===== src/rtl/exe_muldiv.sv =====
// EX-stage multi-cycle multiply/divide unit producing a HI/LO pair for EX/MEM.
// Optional MULDIV_EARLY_OUT_EN: divides with |dividend| < |divisor| finish in one cycle.
module exe_muldiv #(
   parameter int DATA_W = 32
) (
   input  logic              clk,
   input  logic              rst,
   input  logic              flush_i,
   input  logic              exe_stall_i,
   input  logic              start_i,
   input  logic [1:0]        op_i,
   input  logic [DATA_W-1:0] opa_i,
   input  logic [DATA_W-1:0] opb_i,
   output logic              stall_req_o,
   output logic              done_o,
   output logic [DATA_W-1:0] hi_o,
   output logic [DATA_W-1:0] lo_o
);

   localparam int CNT_W = $clog2(DATA_W);

   typedef enum logic [1:0] {IDLE, MUL, DIV, DONE} state_t;

   state_t state, state_nxt;

   logic [CNT_W-1:0]        cnt_q;
   logic                    sgn_q, neg_q_q, neg_r_q;
   logic [DATA_W-1:0]       a_q, b_q, rem_q, quo_q, hi_q, lo_q;

   logic                    op_signed, is_div, div_zero, early;
   logic [DATA_W-1:0]       a_mag, b_mag;
   logic [DATA_W:0]         rem_shift, diff;
   logic [DATA_W-1:0]       rem_step, quo_step;
   logic signed [2*DATA_W-1:0] ext_a, ext_b, prod;
   logic                    last_iter;

   function automatic logic [DATA_W-1:0] negate(input logic [DATA_W-1:0] x, input logic neg);
      return neg ? (~x + DATA_W'(1)) : x;
   endfunction

   function automatic logic [DATA_W-1:0] magnitude(input logic [DATA_W-1:0] x, input logic sgn);
      return negate(x, sgn & x[DATA_W-1]);
   endfunction

   assign op_signed = ~op_i[0];
   assign is_div    = op_i[1];
   assign a_mag     = magnitude(opa_i, op_signed);
   assign b_mag     = magnitude(opb_i, op_signed);
   assign div_zero  = (opb_i == '0);
`ifdef MULDIV_EARLY_OUT_EN
   assign early     = is_div & ~div_zero & (a_mag < b_mag);
`else
   assign early     = 1'b0;
`endif

   // Restoring step: shift in the next dividend bit and try subtracting the divisor.
   assign rem_shift = {rem_q, quo_q[DATA_W-1]};
   assign diff      = rem_shift - {1'b0, b_q};
   assign rem_step  = diff[DATA_W] ? rem_shift[DATA_W-1:0] : diff[DATA_W-1:0];
   assign quo_step  = {quo_q[DATA_W-2:0], ~diff[DATA_W]};
   assign last_iter = (cnt_q == CNT_W'(DATA_W - 1));

   // Sign-extend only for MULT so the truncated 2W-bit product is right for both ops.
   assign ext_a = $signed({{DATA_W{sgn_q & a_q[DATA_W-1]}}, a_q});
   assign ext_b = $signed({{DATA_W{sgn_q & b_q[DATA_W-1]}}, b_q});
   assign prod  = ext_a * ext_b;

   always_ff @(posedge clk or negedge rst) begin
      if (!rst) state <= IDLE;
      else      state <= state_nxt;
   end

   always_comb begin
      state_nxt = state;
      case (state)
         IDLE: if (start_i) begin
            if (!is_div)                state_nxt = MUL;
            else if (div_zero || early) state_nxt = DONE;
            else                        state_nxt = DIV;
         end
         MUL:  state_nxt = DONE;
         DIV:  if (last_iter) state_nxt = DONE;
         DONE: if (!exe_stall_i) state_nxt = IDLE;
         default: state_nxt = IDLE;
      endcase
      if (flush_i) state_nxt = IDLE;
   end

   always_ff @(posedge clk or negedge rst) begin
      if (!rst) begin
         cnt_q   <= '0;
         sgn_q   <= 1'b0;
         neg_q_q <= 1'b0;
         neg_r_q <= 1'b0;
         a_q     <= '0;
         b_q     <= '0;
         rem_q   <= '0;
         quo_q   <= '0;
         hi_q    <= '0;
         lo_q    <= '0;
      end else if (!flush_i) begin
         case (state)
            IDLE: if (start_i) begin
               sgn_q   <= op_signed;
               a_q     <= opa_i;
               b_q     <= is_div ? b_mag : opb_i;
               quo_q   <= a_mag;
               rem_q   <= '0;
               cnt_q   <= '0;
               neg_q_q <= op_signed & (opa_i[DATA_W-1] ^ opb_i[DATA_W-1]);
               neg_r_q <= op_signed & opa_i[DATA_W-1];
               if (is_div && (div_zero || early)) begin
                  hi_q <= opa_i;
                  lo_q <= div_zero ? '1 : '0;
               end
            end
            MUL: {hi_q, lo_q} <= prod;
            DIV: begin
               rem_q <= rem_step;
               quo_q <= quo_step;
               cnt_q <= cnt_q + CNT_W'(1);
               if (last_iter) begin
                  lo_q <= negate(quo_step, neg_q_q);
                  hi_q <= negate(rem_step, neg_r_q);
               end
            end
            default: ;
         endcase
      end
   end

   assign stall_req_o = ~flush_i & (((state == IDLE) & start_i) | (state == MUL) | (state == DIV));
   assign done_o      = ~flush_i & (state == DONE);
   assign hi_o        = hi_q;
   assign lo_o        = lo_q;

endmodule


===== config.mk =====
export PLATFORM = sky130hd
export DESIGN_NAME = exe_muldiv
export DESIGN_NICKNAME = d
export VERILOG_FILES = /design/src/rtl/exe_muldiv.sv
export SDC_FILE = /design/constraint.sdc
export NUM_CORES = 2
export LEC_CHECK = 0
export BUFFER_PORTS_ARGS = -buffer_cell sky130_fd_sc_hd__buf_2
export CAP_MARGIN = 10
export CORE_MARGIN = 2
export CORE_UTILIZATION = 30
export CTS_CLUSTER_DIAMETER = 200
export CTS_CLUSTER_SIZE = 10
export DETAILED_ROUTE_END_ITERATION = 10
export PLACE_DENSITY = 0.54
export SLEW_MARGIN = 10
export SYNTH_ARGS = -nofsm -noshare
export SYNTH_HDL_FRONTEND = slang
export SYNTH_SLANG_ARGS = --single-unit

===== constraint.sdc =====
create_clock -name clk -period 22.4 [get_ports clk]
set_input_delay 3.36 -clock clk [delete_from_list [all_inputs] [get_ports clk]]
set_output_delay 3.36 -clock clk [all_outputs]
set_load 0.05 [all_outputs]

# Word-level counts from Yosys, hierarchy flattened
# Index checks and enable logic that the tools add are counted.
word_totals:
  ff_bits: 202
  input_bits: 71
  out_inout_bits: 66
  wordCells: 83
op_classes:
  n_addsub: 6
  multipliers: 1
  n_eq_ne: 10
  muxes: 28
  bitwise: 18
  n_reduce_logical: 9
ops:
  columns: ["op", "count"]
  rows:
  - ["2-to-1 mux 32 bit", 15]
  - ["case mux 32 bit (3 select lines)", 2]
  - ["adder 32 x 1 -> 32 bit, second input constant", 4]
  - ["inverter 32 bit", 4]
  - ["case mux 32 bit (2 select lines)", 2]
  - ["multiplier 33 x 33 -> 64 bit", 1]
  - ["subtractor 33 x 32 -> 33 bit", 1]
  - ["logical NOT 32 bit", 1]
  - ["2-to-1 mux 2 bit", 5]
  - ["case mux 5 bit (2 select lines)", 1]
  - ["inequality test 3 bit, second input constant", 3]
  - ["AND reduction 3 bit", 3]
  - ["AND 1 bit", 8]
  - ["case mux 2 bit (4 select lines)", 1]
  - ["inequality test 2 bit, second input constant", 3]
  - ["adder 5 x 1 -> 5 bit, second input constant", 1]
  - ["equality test 5 bit, second input constant", 1]
  - ["2-to-1 mux 5 bit", 1]
  - ["AND reduction 5 bit", 1]
  - ["equality test 2 bit, second input constant", 2]
  - ["inverter 1 bit", 3]
  - ["nonzero test 3 bit", 1]
  - ["equality test 2 x 1 -> 1 bit, second input constant", 1]
  - ["logical NOT 2 bit", 1]
  - ["5 further kinds", 6]

# Longest topological paths before layout
logic_depth:
  depth_word: 7
  mapped_depth: 32
  ltp_nobuf: 30

# Least setup slack after synthesis
# No wires, ideal clock.
synth_timing:
  path_type: "flip-flop to flip-flop"
  start: "register a_q[31]"
  end: "register hi_q[27], in the netlist hi_o[27]"
  setup_time_ns: 0.128
  arrival_time_ns: 8.614
  required_time_ns: 22.272
  slack_ns: 13.657
  stages_incl_launch_ff: 31
  path_buffers: 2
  period_less_slack_ns: 8.743
  path_cell_list: "dfrtp_1 > clkbuf_1 > and2_1 > clkbuf_1 > nand2_1 > inv_1 > fa_1 > fa_1 > fa_1 > inv_1 > fa_1 > inv_1 > fa_1 > fa_1 > fa_1 > inv_1 > fa_1 > inv_1 > ha_1 > a21oi_1 > o21ai_0 > or3_1 > or4_1 > o32ai_1 > nor3_1 > o41ai_1 > o211ai_1 > a41oi_1 > xnor2_1 > a221oi_1 > o21ai_1"
synth_between:
  elab_chain_len: 3
synth_rtl:
  columns: ["item", "line", "rtl"]
  rows:
  - ["start: declaration", "28", "logic [DATA_W-1:0] a_q, b_q, rem_q, quo_q, hi_q, lo_q;"]
  - ["start signal: assignment", "105", "a_q <= opa_i;"]
  - ["AND 1 bit", "64", "assign ext_a = $signed({{DATA_W{sgn_q & a_q[DATA_W-1]}}, a_q});"]
  - ["multiplier 33 x 33 -> 64 bit (*)", "66", "assign prod = ext_a * ext_b;"]
  - ["case mux 32 bit (3 select lines) (*)", "102", "case (state)"]
  - ["end signal: assignment", "113", "hi_q <= opa_i;"]
  - ["end signal: assignment", "117", "MUL: {hi_q, lo_q} <= prod;"]
  - ["end signal: assignment", "124", "hi_q <= negate(rem_step, neg_r_q);"]
  - ["end: declaration", "28", null]
# Mark *: on every way between the ends. The rest lies on a longest branch, timed or not.
# A chain may end at the register's enable or synchronous reset.

# Final worst setup path
layout_timing:
  start: "register sgn_q"
  end: "register hi_q[27], in the netlist hi_o[27]"
layout_between:
  elab_chain_len: 3
  word_cells_on_any_way: 4
  cone_classes: "mul (1); mux (1); bitwise (2)"
layout_rtl:
  columns: ["item", "line", "rtl"]
  rows:
  - ["start: declaration", "27", "logic sgn_q, neg_q_q, neg_r_q;"]
  - ["start signal: assignment", "104", "sgn_q <= op_signed;"]
  - ["AND 1 bit (on tied branches)", "64, 65", null]
  - ["multiplier 33 x 33 -> 64 bit (*)", "66", null]
  - ["case mux 32 bit (3 select lines) (*)", "102", null]
# Marked as above.

==> impl_metrics.prom <==
# TYPE chip_impl_metric gauge
chip_impl_metric{name="hold_violations",unit=""} 0
chip_impl_metric{name="fin_tns_setup",unit="ps"} 0
chip_impl_metric{name="vias_per_cell",unit=""} 4.96
chip_impl_metric{name="finalNetCount",unit=""} 7156
chip_impl_metric{name="globalRoute.totalOverflow",unit=""} 0
chip_impl_info{name="hold_class",value="flip-flop to flip-flop"} 1
chip_impl_metric{name="number_of_nets_in_the_synthesized_netlist",unit=""} 7242
chip_impl_metric{name="critical_path_peak_fanout",unit=""} 22
chip_impl_info{name="critical_path.startpoint_type",value="flip-flop"} 1
chip_impl_metric{name="layout-drive-gt1-share",unit=""} 0.0582
chip_impl_metric{name="core_area",unit="sq um"} 171000
chip_impl_metric{name="final-setup-viol-count",unit=""} 0
chip_impl_metric{name="io_buffers",unit=""} 136
chip_impl_metric{name="asr_flop_ratio_synth",unit=""} 1.00
chip_impl_metric{name="post-route-util",unit=""} 0.322
chip_impl_metric{name="grt_antenna_before_repair",unit=""} 10
chip_impl_metric{name="yosysWarnings",unit=""} 0
chip_impl_metric{name="syn_to_final_growth",unit="%"} 7.06
chip_impl_info{name="grt_setup_unrepaired",value="no"} 1
chip_impl_metric{name="dpl.cell_count",unit=""} 7989
chip_impl_info{name="cp_common_cell",value="sky130_fd_sc_hd__fa_1"} 1
chip_impl_metric{name="dr.first_iter.drc_count",unit=""} 2876
chip_impl_metric{name="post_cts_setup_inserts",unit=""} 0
chip_impl_metric{name="synth-compound-area-share",unit=""} 0.0883
chip_impl_metric{name="place.gp.congestion",unit=""} 0.935
chip_impl_metric{name="worstPathRequired",unit="ps"} 22820
chip_impl_info{name="cts_tree",value="yes"} 1
chip_impl_metric{name="synth_enable_flop_cells",unit=""} 0
chip_impl_metric{name="detailroute.via_count",unit=""} 39825
chip_impl_metric{name="clock_sinks",unit=""} 202
chip_impl_metric{name="synth.lib_cells_used.distinct",unit=""} 82
chip_impl_metric{name="clock_skew",unit="ps"} 66.0
chip_impl_metric{name="max-cap-violations",unit=""} 0
chip_impl_metric{name="synth-seq-cells",unit=""} 202
chip_impl_metric{name="final-instance-count-excl-fill",unit=""} 8023
chip_impl_metric{name="postCtsHoldBufs",unit=""} 0
chip_impl_info{name="timing.critical_path.to_type",value="flip-flop"} 1
chip_impl_metric{name="detailed_place_hpwl",unit="microns"} 133000
chip_impl_metric{name="worst_slew_pin_slew",unit="ps"} 1130
chip_impl_metric{name="htreeDepth",unit=""} 1
chip_impl_metric{name="worst_setup_hold_path_clk_slew",unit="ps"} 60
chip_impl_info{name="cts_root_buf",value="sky130_fd_sc_hd__clkbuf_16"} 1
chip_impl_metric{name="first_pass_grt_wire_length",unit="microns"} 260000
chip_impl_metric{name="grt_pass1_vias",unit=""} 42370
chip_impl_metric{name="post-route-min-period",unit="ps"} 10230
chip_impl_metric{name="avgRoutedWirePerCell",unit="microns"} 20.9
chip_impl_metric{name="number_of_pins_with_negative_max_slew_slack_in_the_final_report",unit=""} 0
chip_impl_metric{name="top_level_ports",unit=""} 137
chip_impl_metric{name="area_of_the_mapped_netlist",unit="sq um"} 51600
chip_impl_metric{name="grtUsageTotal",unit=""} 0.194
chip_impl_info{name="dominantRegCellSynth",value="sky130_fd_sc_hd__dfrtp_1"} 1
chip_impl_metric{name="die_height",unit="microns"} 419
chip_impl_metric{name="slew-limit-headroom",unit=""} 0.243
chip_impl_metric{name="starting_density_of_the_core",unit=""} 0.301
chip_impl_info{name="worst-setup-path-type",value="flip-flop to flip-flop"} 1
chip_impl_metric{name="syn_avg_cell_area",unit="sq um"} 8.91
chip_impl_info{name="status",value="completed"} 1
chip_impl_metric{name="cts-root-to-sink-buffers",unit=""} 3
chip_impl_metric{name="row_count",unit=""} 152
chip_impl_metric{name="grt_max_degree",unit=""} 92
chip_impl_metric{name="synth.area.mux_share",unit=""} 0.0150
chip_impl_metric{name="tritoncts.num_buffers",unit=""} 24
chip_impl_metric{name="clkLatencyLatePin",unit="ps"} 590
chip_impl_metric{name="synthSimpleGateAreaFrac",unit=""} 0.154
chip_impl_metric{name="max_clock_freq",unit="MHz"} 97.7
chip_impl_metric{name="timing.critical_path.arrival",unit="ps"} 10650
chip_impl_metric{name="first_pass_iters",unit=""} 8
chip_impl_metric{name="worst_hold_slack",unit="ps"} 476
chip_impl_info{name="synth_top_family_by_area",value="adder cells"} 1
chip_impl_metric{name="post_cts_resize_count",unit=""} 0
chip_impl_metric{name="fill_cells",unit=""} 18072
chip_impl_metric{name="ys_seq_area_frac",unit=""} 0.0979
chip_impl_metric{name="synthesized_area_fraction_occupied_by_adder_cells",unit=""} 0.498
chip_impl_metric{name="totalWireLength",unit="microns"} 168000
chip_impl_metric{name="slowest_delay",unit="ps"} 820
chip_impl_metric{name="antenna_violating_nets_post_route",unit=""} 0
chip_impl_metric{name="postSynthCellCount",unit=""} 5791
chip_impl_metric{name="fp.dieArea",unit="sq um"} 175000
chip_impl_metric{name="synth_xor_area_frac",unit=""} 0.0350
chip_impl_metric{name="route.detailed.drc",unit=""} 0
chip_impl_metric{name="die_w",unit="microns"} 419
chip_impl_info{name="crit_slowest_cell",value="sky130_fd_sc_hd__dfrtp_1"} 1
chip_impl_metric{name="finalCritPeriodShare",unit=""} 0.457
synth_stat cells, types with 7 or more instances:
cell,n,share of area
sky130_fd_sc_hd__or2_2,11,0.0013
sky130_fd_sc_hd__nand4_1,11,0.0013
sky130_fd_sc_hd__nor3b_1,7,0.0010
sky130_fd_sc_hd__nand2_1,913,0.066
sky130_fd_sc_hd__o41ai_1,13,0.0022
sky130_fd_sc_hd__clkbuf_1,319,0.023
sky130_fd_sc_hd__o21ai_0,190,0.018
sky130_fd_sc_hd__xor2_1,78,0.013
sky130_fd_sc_hd__o21bai_1,14,0.0020
sky130_fd_sc_hd__mux2i_1,30,0.0058
sky130_fd_sc_hd__mux2_2,42,0.0092
sky130_fd_sc_hd__nand3b_1,13,0.0019
sky130_fd_sc_hd__a21o_1,42,0.0061
sky130_fd_sc_hd__a211oi_1,23,0.0033
sky130_fd_sc_hd__nand2b_1,26,0.0032
sky130_fd_sc_hd__inv_1,1184,0.086
sky130_fd_sc_hd__a221oi_1,45,0.0076
sky130_fd_sc_hd__xnor2_1,128,0.022
sky130_fd_sc_hd__o31ai_1,45,0.0065
sky130_fd_sc_hd__o21a_1,13,0.0019
sky130_fd_sc_hd__and3_1,37,0.0045
sky130_fd_sc_hd__nor4_1,11,0.0013
sky130_fd_sc_hd__o211ai_1,11,0.0016
sky130_fd_sc_hd__or3_1,26,0.0032
sky130_fd_sc_hd__and2_1,352,0.043
sky130_fd_sc_hd__or4_1,12,0.0017
sky130_fd_sc_hd__nor2b_1,14,0.0017
sky130_fd_sc_hd__nor3_1,55,0.0053
sky130_fd_sc_hd__o21ai_1,19,0.0018
sky130_fd_sc_hd__o31a_1,8,0.0014
sky130_fd_sc_hd__nand3_1,29,0.0028
sky130_fd_sc_hd__fa_1,1126,0.44
sky130_fd_sc_hd__ha_1,254,0.062
sky130_fd_sc_hd__a31oi_1,23,0.0028
sky130_fd_sc_hd__dfrtp_1,202,0.098
sky130_fd_sc_hd__nor2_1,173,0.013
sky130_fd_sc_hd__o22ai_1,34,0.0041
sky130_fd_sc_hd__a21oi_1,148,0.014
cells by family (layout without fill, tap and decap cells):
group,count (synthesis),after routing
AOI/OAI and AO/OA,704,704
xor gates and xnor gates,206,206
adders and majority gates,1380,1380
buffers and inverters,1519,1435
DFF,202,202
muxes,72,72
other,0,6
and+or+nand+nor,1708,1708
routing by layer:
metal  GRT usage  routed length (microns)
met1       0.246                    67800
met2       0.331                    82800
met3      0.0181                     7660
met4      0.0931                     9490
met5           0                       10
layout by cell type (no fill, tap or decap), drive strengths merged, types with 11 or more instances in the layout:
cell type / n
inv: 1184
fa: 1126
nand2: 913
and2: 352
ha: 254
buf: 223
o21ai: 210
dfrtp: 202
nor2: 173
a21oi: 148
xnor2: 128
xor2: 78
nor3: 55
a221oi: 46
o31ai: 45
mux2: 42
a21o: 42
and3: 38
o22ai: 34
mux2i: 30
nand3: 29
or3: 27
nand2b: 26
clkbuf: 26
a211oi: 24
a31oi: 23
nor2b: 14
o21bai: 14
o21a: 13
o41ai: 13
nand3b: 13
or4: 12
o211ai: 12
nor4: 12
nand4: 11
or2: 11
worst max-delay path: cells and delay by family (launching register included):
kind | cells | cell delay [ps]
AND/OR/NAND/NOR | 5 | 1680
flip-flops | 1 | 820
AO/OA/AOI/OAI | 8 | 2400
XOR/XNOR | 1 | 100
adder cells (fa/ha/maj) | 9 | 4310
buffers and inverters | 5 | 790
area by class of cell:
cell class | count | area [sq um] | share of cell area
Multi-Input combinational cell | 4070 | 40900 | 0.740
Sequential cell | 202 | 5060 | 0.0916
Inverter | 1184 | 4440 | 0.0804
Tap cell | 2310 | 2890 | 0.0523
Timing Repair Buffer | 223 | 1340 | 0.0243
Clock buffer | 26 | 608 | 0.0110
Clock inverter | 2 | 25.0 | 0.000453
Antenna cell | 6 | 15.0 | 0.000272
metrics by stage:
stage	area [sq um]	setup slack, ps
2_1_floorplan	51600	13660
3_3_place_gp	54600	12420
3_5_place_dp	54600	12230
4_1_cts	55200	12200
5_1_grt	55300	11620
6_report	55300	12170
state kept, by name (all words and copies together) (netlist names):
register / cells
a_q: 32
b_q: 32
cnt_q: 5
hi_o: 32
lo_o: 32
neg_q_q: 1
neg_r_q: 1
quo_q: 32
rem_q: 32
sgn_q: 1
state: 2
worst paths after layout:
check                           startpoint        to  slack, ps  cells past startpoint
worst max-delay path                 sgn_q  hi_o[27]      12170                     28
worst min-delay path              cnt_q[4]  cnt_q[4]        480                      2
worst max register to register       sgn_q  hi_o[27]      12170                     28
worst min register to register    cnt_q[4]  cnt_q[4]        480                      2
max in group asynchronous              rst    a_q[5]      17360                      3
min in group asynchronous              rst   hi_o[7]       2850                      1
Power is left out: the tool's default activity adds up to more than one toggle a clock period on the data nets, which glitch-free logic cannot reach.
